[src/rtl/int_pkg.sv]
// rtl/int_pkg.sv - shared constants, state encoding and vector helper for int_ctrl
package int_pkg;

  localparam int NUM_SRC_DEF = 4;

  localparam int SRC_INT0 = 0;
  localparam int SRC_T0   = 1;
  localparam int SRC_INT1 = 2;
  localparam int SRC_T1   = 3;

  localparam int EX0_BIT = 0;
  localparam int ET0_BIT = 1;
  localparam int EX1_BIT = 2;
  localparam int ET1_BIT = 3;
  localparam int EA_BIT  = 7;

  localparam logic [15:0] VEC_BASE_DEF   = 16'h0003;
  localparam logic [15:0] VEC_STRIDE_DEF = 16'd8;

  typedef enum logic {
    ST_IDLE = 1'b0,
    ST_REQ  = 1'b1
  } int_state_e;

  function automatic logic [15:0] vec_addr(input logic [15:0] base,
                                           input logic [15:0] stride,
                                           input logic [1:0]  sel);
    return base + stride * {14'd0, sel};
  endfunction

endpackage

[src/rtl/int_ctrl_if.sv]
// rtl/int_ctrl_if.sv - CPU-side request/acknowledge handshake of int_ctrl
interface int_ctrl_if;
  logic        ins_boundary;
  logic        irq_ack;
  logic        reti;
  logic        irq_req;
  logic [15:0] irq_vec;

  modport master (output ins_boundary, irq_ack, reti, input irq_req, irq_vec);
  modport slave  (input ins_boundary, irq_ack, reti, output irq_req, irq_vec);
endinterface

[src/rtl/int_sync_edge.sv]
// rtl/int_sync_edge.sv - 2-FF synchronizer with falling-edge detect for one active-low pin
module int_sync_edge (
  input  logic clk,
  input  logic rst_n,
  input  logic d_i,
  output logic sync_o,
  output logic fall_o
);

  logic s1_q, s2_q, prev_q;

  // Idle-high reset so a pin held high at reset never looks like an edge.
  always_ff @(posedge clk or negedge rst_n) begin
    if (!rst_n) begin
      s1_q   <= 1'b1;
      s2_q   <= 1'b1;
      prev_q <= 1'b1;
    end else begin
      s1_q   <= d_i;
      s2_q   <= s1_q;
      prev_q <= s2_q;
    end
  end

  assign sync_o = s2_q;
  assign fall_o = prev_q & ~s2_q;

endmodule

[src/rtl/int_ctrl.sv]
// rtl/int_ctrl.sv - 8051-style 4-source vectored interrupt controller; INT_CTRL_NEST_EN enables two-level nesting
module int_ctrl
  import int_pkg::*;
#(
  parameter int          NUM_SRC    = NUM_SRC_DEF,
  parameter logic [15:0] VEC_BASE   = VEC_BASE_DEF,
  parameter logic [15:0] VEC_STRIDE = VEC_STRIDE_DEF
) (
  input  logic               clk,
  input  logic               rst_n,
  input  logic [1:0]         int_n_i,
  input  logic [1:0]         it_edge_i,
  input  logic [1:0]         timer_ovf_i,
  input  logic [7:0]         ie_i,
  input  logic [7:0]         ip_i,
  int_ctrl_if.slave          cpu,
  output logic [NUM_SRC-1:0] pending_o,
  output logic [1:0]         in_service_o
);

  logic [1:0]         pin_sync, pin_fall;
  logic [NUM_SRC-1:0] pending_q, pending_d;
  logic [1:0]         in_service_q, in_service_d;
  logic [NUM_SRC-1:0] set_v, is_level, level_val, eligible, prio, hi_set, pick;
  logic [1:0]         sel_q, cand;
  logic               cand_valid, cand_hi, allowed, ack_fire, sel_lvl, unused_bits;
  logic [1:0]         act_rank, cand_rank;
  int_state_e         state_q;
  logic               irq_req_q;
  logic [15:0]        irq_vec_q;

  int_sync_edge u_sync0 (.clk(clk), .rst_n(rst_n), .d_i(int_n_i[0]), .sync_o(pin_sync[0]), .fall_o(pin_fall[0]));
  int_sync_edge u_sync1 (.clk(clk), .rst_n(rst_n), .d_i(int_n_i[1]), .sync_o(pin_sync[1]), .fall_o(pin_fall[1]));

`ifdef INT_CTRL_NEST_EN
  assign prio        = ip_i[NUM_SRC-1:0];
  assign unused_bits = ^{ie_i[6:4], ip_i[7:4]};
`else
  assign prio        = '0;
  assign unused_bits = ^{ie_i[6:4], ip_i};
`endif

  // Source order: [0]=INT0, [1]=T0, [2]=INT1, [3]=T1 (matches IE/IP bit order).
  assign set_v     = {timer_ovf_i[1], pin_fall[1] & it_edge_i[1], timer_ovf_i[0], pin_fall[0] & it_edge_i[0]};
  assign is_level  = {1'b0, ~it_edge_i[1], 1'b0, ~it_edge_i[0]};
  assign level_val = {1'b0, ~pin_sync[1], 1'b0, ~pin_sync[0]};
  assign eligible  = pending_q & ie_i[NUM_SRC-1:0] & {NUM_SRC{ie_i[EA_BIT]}};
  assign ack_fire  = (state_q == ST_REQ) && cpu.irq_ack;
  assign sel_lvl   = prio[sel_q];

  always_comb begin
    hi_set     = eligible & prio;
    pick       = (|hi_set) ? hi_set : eligible;
    cand_hi    = |hi_set;
    cand_valid = |eligible;
    cand       = 2'd0;
    for (int i = NUM_SRC - 1; i >= 0; i--) begin
      if (pick[i]) cand = 2'(i);
    end
    act_rank  = in_service_q[1] ? 2'd2 : (in_service_q[0] ? 2'd1 : 2'd0);
    cand_rank = cand_hi ? 2'd2 : 2'd1;
    allowed   = cand_valid && (cand_rank > act_rank);
  end

  always_comb begin
    pending_d = pending_q;
    for (int i = 0; i < NUM_SRC; i++) begin
      if (is_level[i])                       pending_d[i] = level_val[i];
      else if (set_v[i])                     pending_d[i] = 1'b1;
      else if (ack_fire && sel_q == 2'(i))   pending_d[i] = 1'b0;
    end
  end

  // RETI retires the top level before the same-cycle ack marks the new one.
  always_comb begin
    in_service_d = in_service_q;
    if (cpu.reti) begin
      if (in_service_q[1]) in_service_d[1] = 1'b0;
      else                 in_service_d[0] = 1'b0;
    end
    if (ack_fire) in_service_d[sel_lvl] = 1'b1;
`ifndef INT_CTRL_NEST_EN
    in_service_d[1] = 1'b0;
`endif
  end

  always_ff @(posedge clk or negedge rst_n) begin
    if (!rst_n) begin
      pending_q    <= '0;
      in_service_q <= 2'b00;
    end else begin
      pending_q    <= pending_d;
      in_service_q <= in_service_d;
    end
  end

  always_ff @(posedge clk or negedge rst_n) begin
    if (!rst_n) begin
      state_q   <= ST_IDLE;
      irq_req_q <= 1'b0;
      irq_vec_q <= 16'h0000;
      sel_q     <= 2'd0;
    end else begin
      case (state_q)
        ST_IDLE: begin
          if (cpu.ins_boundary && allowed && !cpu.reti) begin
            state_q   <= ST_REQ;
            irq_req_q <= 1'b1;
            sel_q     <= cand;
            irq_vec_q <= vec_addr(VEC_BASE, VEC_STRIDE, cand);
          end
        end
        ST_REQ: begin
          if (cpu.irq_ack || !eligible[sel_q]) begin
            state_q   <= ST_IDLE;
            irq_req_q <= 1'b0;
          end
        end
        default: begin
          state_q   <= ST_IDLE;
          irq_req_q <= 1'b0;
        end
      endcase
    end
  end

  assign cpu.irq_req  = irq_req_q;
  assign cpu.irq_vec  = irq_vec_q;
  assign pending_o    = pending_q;
  assign in_service_o = in_service_q;

endmodule

[src/flat_wrapper.sv]
// flat-port wrapper written by rule: the top's interface ports become plain ports
module int_ctrl_flat import int_pkg::*;
#(
  parameter int          NUM_SRC    = NUM_SRC_DEF,
  parameter logic [15:0] VEC_BASE   = VEC_BASE_DEF,
  parameter logic [15:0] VEC_STRIDE = VEC_STRIDE_DEF
)
  (clk, rst_n, int_n_i, it_edge_i, timer_ovf_i, ie_i, ip_i, pending_o, in_service_o, cpu_ins_boundary, cpu_irq_ack, cpu_reti, cpu_irq_req, cpu_irq_vec);
  int_ctrl_if cpu_i ();
  input  logic clk;
  input  logic rst_n;
  input  logic [1:0] int_n_i;
  input  logic [1:0] it_edge_i;
  input  logic [1:0] timer_ovf_i;
  input  logic [7:0] ie_i;
  input  logic [7:0] ip_i;
  output logic [NUM_SRC-1:0] pending_o;
  output logic [1:0] in_service_o;
  input wire logic [$bits(cpu_i.ins_boundary)-1:0] cpu_ins_boundary;
  input wire logic [$bits(cpu_i.irq_ack)-1:0] cpu_irq_ack;
  input wire logic [$bits(cpu_i.reti)-1:0] cpu_reti;
  output wire logic [$bits(cpu_i.irq_req)-1:0] cpu_irq_req;
  output wire logic [$bits(cpu_i.irq_vec)-1:0] cpu_irq_vec;
  assign cpu_i.ins_boundary = cpu_ins_boundary;
  assign cpu_i.irq_ack = cpu_irq_ack;
  assign cpu_i.reti = cpu_reti;
  assign cpu_irq_req = cpu_i.irq_req;
  assign cpu_irq_vec = cpu_i.irq_vec;
  int_ctrl #(.NUM_SRC(NUM_SRC), .VEC_BASE(VEC_BASE), .VEC_STRIDE(VEC_STRIDE)) u_core (.clk(clk), .rst_n(rst_n), .int_n_i(int_n_i), .it_edge_i(it_edge_i), .timer_ovf_i(timer_ovf_i), .ie_i(ie_i), .ip_i(ip_i), .cpu(cpu_i), .pending_o(pending_o), .in_service_o(in_service_o));
endmodule
[config.mk]
export PLATFORM = sky130hd
export DESIGN_NAME = int_ctrl_flat
export DESIGN_NICKNAME = d
export VERILOG_FILES = /design/src/rtl/int_pkg.sv /design/src/rtl/int_ctrl_if.sv /design/src/rtl/int_sync_edge.sv /design/src/rtl/int_ctrl.sv /design/src/flat_wrapper.sv
export SDC_FILE = /design/constraint.sdc
export NUM_CORES = 1
export LEC_CHECK = 0
export CAP_MARGIN = 20
export CORE_MARGIN = 2
export CORE_UTILIZATION = 38
export DETAILED_ROUTE_END_ITERATION = 8
export PLACE_DENSITY = 0.83
export SYNTH_ARGS = -nofsm -noshare
export SYNTH_HDL_FRONTEND = slang
export SYNTH_SLANG_ARGS = --single-unit
export TNS_END_PERCENT = 1
[constraint.sdc]
create_clock -name clk -period 2.1 [get_ports clk]
set_input_delay 0.42 -clock clk [delete_from_list [all_inputs] [get_ports clk]]
set_output_delay 0.42 -clock clk [all_outputs]
set_load 0.005 [all_outputs]
==> impl_results.md, run 1 <==
* Cells after synthesis at between 70 and 80
* Chip height at 49.3 um
* Worst r2r src: u_core.in_service_o[0]$_DFFE_PN0P_
* Largest net degree at the start of global routing at 17
* Reg power frac at 0.546
* First-pass GRT wire length at around 2600 um
* CTS sink count at 16
* Cells on worst reg2reg path at 3
* GP Congestion at ~0.85
* CP cell instances: clkdlybuf4s50_1
* ANT nets after route at 0
* Cts-stage hold buffer count at 0
* Clk_skew at about 0.0034 ns
* Fin crit share at 0.835
* Setup bufs post-CTS at 0
* WHS Endpoint: u_core.u_sync1.sync_o$_DFF_PN1_
* Initial Utilization at 0.401
* Initial DRC Count at 6
* PostCTS Resize Cnt at 0
* Startpoint class of the critical path: register
* Hold Vio Cnt, Final at 0
* Syn_area_per_cell at between 10 and 15 sq um
* DRC errors left at 0
* Final cell count without fillers at around 130
* Pwr dens at ~700 nW/um^2
* R2r endpoint: u_core.state_q$_DFF_PN0_
* DR vias/cell at roughly 4.8
* DPL Wire Length at approximately 1200 um
* Clk_lat worst skew at 0.27 ns
* Site Rows at 16
* Final Setup Violations at 0
* Least-Margin Pin Slew at 0.683 ns
* ANT cells at 0
* Clock buffer depth at 2
* Seq/Total Area, Yosys at 0.523
* Warnings, synthesis at 0
* Worst Hold Launch: u_core.u_sync1.s1_q$_DFF_PN1_
* Worst R2R Setup Slack at 0.69 ns
* Critical path type: register to output pin
* Worst path bufs/invs at 1
* Comb power frac at 0.244
* Vias in the first global route at 598
* Inst Count DP at 124
* Port bufs at 25
* Max_cap viols at 0
* Dominant cells by area after synthesis: dfrtp_1, dfstp_2, buf_4
* Switching part of the total at 0.276
* Cell Area, Synth at roughly 780 sq um
* First-pass DRT Iterations at 4
* Root Buffer: clkbuf_4
* Hold path depth at 0
* Htree depth at 1
* Period minus WS final at roughly 1.8 ns
* Nets at 129
* Max-slew violations at 0
* Aggregate global-route resource usage at 0.143
* CTS tree: done
* Die ar. at about 2400 sq um
* DR WL/cell at roughly 12 um
* Pint at 520 uW
* Final WL at 1570 um
* Yosys cell types at 26
* Initial antenna violation count at 0
* Share of layout cells above drive strength 1 at 0.130
* Fmax at 570 MHz
* Max VDD drop at between 0.0003 and 0.0004 V
* Hold crit path type: register to register
* Clock power share at 0.210
* Crit-path leading delay family: buffers and inverters
* Post-synth top area share at 0.321
* Gr ovfl total at 0
* Max reg flops at 4
* I/O pins at 50
* Setup TNS Final at 0 ns
* Crit. End Element: output pin
* Vias post-DR at 615
* CP Data Required Time at between 1.5 and 2 ns
* Core area at between 1500 and 2000 sq um
* Max incr delay on CP at around 0.56 ns
* Die X at slightly below 50 um
* Post-synth top area cell: dfrtp_1
* RSZ-0062 raised after global routing: no
* Outcome: complete, no violations
* Sw Pwr at a little under 200 uW
* Crit path DAT at approximately 1.3 ns
* Worst-path clk slew at 0.09 ns
* Leakage at a little over 0.4 nW
* Crit-path slowest cell: clkdlybuf4s50_1
* Post-layout utilization of the core at 0.526
* Area Overhead vs Synth at 31.1%
* CP Max Fanout at 10
* CTS Buf Count at 3
* #FFs+latches synth at 16
* Max-slew headroom at 0.543
## layout make-up
class | count | area (sq um)
timing repair buffer | 25 | 250
inverter | 3 | 11.3
fill | 199 | 920
multi-input combinational | 53 | 297
tap | 27 | 33.8
sequential | 16 | 408
clock buffer | 3 | 22.5
## synth_stat cells
cell type / count
o22ai_1: 1
nor2_1: 2
o311ai_0: 1
dfrtp_1: 10
buf_4: 14
clkbuf_1: 1
a41oi_2: 1
a21oi_1: 4
nand3_1: 6
o31ai_1: 1
nand2b_1: 4
and2_1: 1
nor2b_1: 2
nand4_1: 2
o21bai_1: 1
nand2_1: 3
o22a_2: 1
or4b_4: 1
a21o_1: 1
or2b_1: 1
a31oi_1: 1
or2_2: 1
o21ai_0: 5
dfstp_2: 6
inv_1: 3
conb_1: 1
## worst max path at each step
stage,startpoint,end,slack (ns),cells after the start
2_1_floorplan,cpu_reti,u_core.state_q$_DFF_PN0_,0.77,3
3_3_place_gp,cpu_reti,u_core.state_q$_DFF_PN0_,0.27,4
3_5_place_dp,cpu_reti,u_core.state_q$_DFF_PN0_,0.25,4
4_1_cts,u_core.sel_q[1]$_DFFE_PN0P_,cpu_irq_vec[4],0.33,1
5_1_grt,u_core.sel_q[1]$_DFFE_PN0P_,cpu_irq_vec[4],0.27,1
6_report,u_core.sel_q[1]$_DFFE_PN0P_,cpu_irq_vec[4],0.35,1
## placed cells by master, fill, tap and decap left out, types with 2 or more instances in the layout
master	netlist	layout
o21ai_0	5	5
nand3_1	6	6
nand2_1	3	3
a21oi_1	4	4
dfrtp_1	10	10
nand4_1	2	2
inv_1	3	3
dfstp_2	6	6
clkdlybuf4s50_1	0	25
nor2b_1	2	2
nor2_1	2	2
nand2b_1	4	4
conb_1	1	13
clkbuf_4	0	3
## metal layers
| metal | up-vias | track usage | wire (um) |
|---|---|---|---|
| met5 | - | 0 | 0 |
| met4 | 0 | 0.0810 | 6 |
| met3 | 2 | 0.0307 | 151 |
| met2 | 41 | 0.232 | 791 |
| met1 | 287 | 0.175 | 620 |
| li1 | 285 | - | - |
## power by group through the flow
| stage | logic, mW | registers, mW | clock network, mW |
|---|---|---|---|
| CTS | 0.177 | 0.392 | 0.161 |
| floorplan | 0.0984 | 0.382 | 0 |
| finish | 0.175 | 0.392 | 0.151 |
| global route | 0.197 | 0.399 | 0.170 |
| global placement | 0.170 | 0.395 | 0 |
| detailed placement | 0.176 | 0.398 | 0 |
## cells by family after synthesis
logic type      synth area share
compound gates             0.148
simple gates               0.170
buf+inv                    0.154
flops                      0.523
other cells              0.00481
## metrics by stage
| step | instance area [sq um] | power (mW) | hold slack [ns] | worst slack [ns] |
|---|---|---|---|---|
| after global routing | 1020 | 0.766 | 0.367 | 0.273 |
| final | 1020 | 0.719 | 0.360 | 0.346 |
| after global placement | 1000 | 0.565 | 0.346 | 0.273 |
| after detailed placement | 1000 | 0.574 | 0.352 | 0.247 |
| after floorplan | 825 | 0.480 | 0.124 | 0.768 |
| after CTS | 1020 | 0.729 | 0.363 | 0.326 |
(Power assumes the default switching activity.)
==> run 2, diff against run 1 <==
- CORE_UTILIZATION: 38 -> 32
- PLACE_DENSITY: 0.83 -> 0.75
- clock period: 2.1 -> 1.6 ns (I/O delays scaled with it)
==> run 2 against run 1 <==
Worst setup slack worse by 0.26 ns. Clock skew up 0.011 ns. Routed wire length down 2.9%. Global-route usage down 1.7 points. Sequential share of layout area down 1.9 points. Sequential cell count unchanged. Largest power group unchanged. Core utilization down 4.9 points.
==> impl_results.md, run 2 (synthesized netlist as in run 1, its figures left out) <==
* Outcome: complete, no violations
* CP Max Fanout at 3
* Critical path type: register to output pin
* Most common cell after layout, fill and taps aside: clkdlybuf4s50_1
* Max incr delay on CP at between 0.5 and 0.6 ns
* DR vias/cell at ~4.6
* Crit path from: u_core.pending_o[3]$_DFFE_PN0P_
* Worst r2r src: u_core.state_q$_DFF_PN0_
* CTS sink count at 16
* Worst path bufs/invs at 1
* Crit path DAT at 1.19 ns
* Clk_lat worst skew at 0.29 ns
* I/O pins at 50
* Sw Pwr at approximately 280 uW
* Final WL at about 1500 um
* Fin crit share at 0.945
* Most frequent cells in the layout: clkdlybuf4s50_1, conb_1, dfrtp_1
* Htree depth at 1
* Comb power frac at 0.292
* CP Data Required Time at 1.28 ns
* Clk_skew at 0.0140 ns
* Pint at between 700 and 800 uW
* Dpl ws at -0.159 ns
* Crit. End Element: output pin
* Clock buffer depth at 2
* Hold crit path type: primary input to asynchronous set/reset pin
* Largest net degree at the start of global routing at 17
* CP cell instances: clkdlybuf4s50_1
* RSZ-0062 raised after global routing: no
* DR WL/cell at 11.3 um
* Final Setup Violations at 0
* Crit-path leading delay family: buffers and inverters
* Fin worst setup slack at just under 0.09 ns
* GP Congestion at 0.746
* CTS tree: done
* ANT cells at 0
* First-pass GRT wire length at 2570 um
* Site Rows at 17
* Fmax at between 600 and 700 MHz
* Port bufs at 25
* Leakage at roughly 0.44 nW
* Max reg flops at 4
* Worst-path clk slew at 0.10 ns
* Initial Utilization at 0.346
* Nets at between 100 and 150
* Root Buffer: clkbuf_4
* Area Overhead vs Synth at 38.0%
* Share of layout cells above drive strength 1 at 0.187
* First-pass DRT Iterations at 4
* Vias post-DR at approximately 620
* Die X at around 53 um
* DRC errors left at 0
* Chip height at ~53 um
* Pwr dens at between 900 and 1000 nW/um^2
* Die ar. at approximately 2800 sq um
* Crit-path slowest cell: clkdlybuf4s50_1
* Max-slew violations at 0
* Initial DRC Count at 17
* Aggregate global-route resource usage at 0.126
* Max_cap viols at 0
* Final instance area at 1080 sq um
* Setup TNS Final at 0 ns
* Switching part of the total at 0.277
* Post-DP Area at 1030 sq um
* Vias in the first global route at 602
* Core area at approximately 2300 sq um
* Initial antenna violation count at 0
* Reg power frac at 0.491
* Clock power share at 0.217
* Period minus WS final at 1.51 ns
* Startpoint class of the critical path: register
* Hold Vio Cnt, Final at 0
* ANT nets after route at 0
* Max VDD drop at 0.000485 V
* CTS Buf Count at 3
* Hold WS at ~0.34 ns
* Gr ovfl total at 0
run 2: layer usage:
metal / vias to the layer above / part of all wire / global-route usage
li1: 296 / - / -
met1: 292 / 0.43 / 0.147
met2: 33 / 0.48 / 0.216
met3: 0 / 0.087 / 0.0452
met4: 0 / 0 / 0.0299
met5: - / 0 / 0
run 2: what timing repair did:
action                                  in CTS  in global routing
hold buffers                                 0                  0
resized for setup                            1                  1
endpoints found under the setup margin       1                  2
pin swaps                                    0                  0
buffers inserted                             0                  2
run 2: worst paths after layout:
kind / end / slack [ns] / depth (start not counted)
worst max register to register: u_core.state_q$_DFF_PN0_ / 0.17 / 3
worst min-delay path: u_core.pending_o[2]$_DFFE_PN0P_ / 0.34 / 2
worst min register to register: u_core.u_sync1.prev_q$_DFF_PN1_ / 0.35 / 0
worst max-delay path: pending_o[3] / 0.09 / 1
min in group clk: u_core.u_sync1.prev_q$_DFF_PN1_ / 0.35 / 0
max in group asynchronous: u_core.u_sync0.s1_q$_DFF_PN1_ / 1.00 / 2
run 2: power groups by stage:
stage          clock network, mW  logic (mW)  registers [mW]
2_1_floorplan                  0       0.129           0.501
3_3_place_gp                   0       0.257           0.504
3_5_place_dp                   0       0.263           0.508
4_1_cts                    0.229       0.264           0.503
5_1_grt                    0.247       0.328           0.502
6_report                   0.219       0.294           0.494
run 2: through the flow:
stage,utilization,cells,power (mW)
2_1_floorplan,-,87,0.630
3_3_place_gp,0.457,129,0.761
3_5_place_dp,0.457,129,0.771
4_1_cts,0.469,133,0.996
5_1_grt,0.477,135,1.08
6_report,0.477,135,1.01
run 2: final cells by class:
class	count	area (sq um)
multi-input combinational	53	297
sequential	16	409
inverter	3	11.3
tap	28	35.0
fill	228	1180
clock buffer	4	26.3
timing repair buffer	31	298
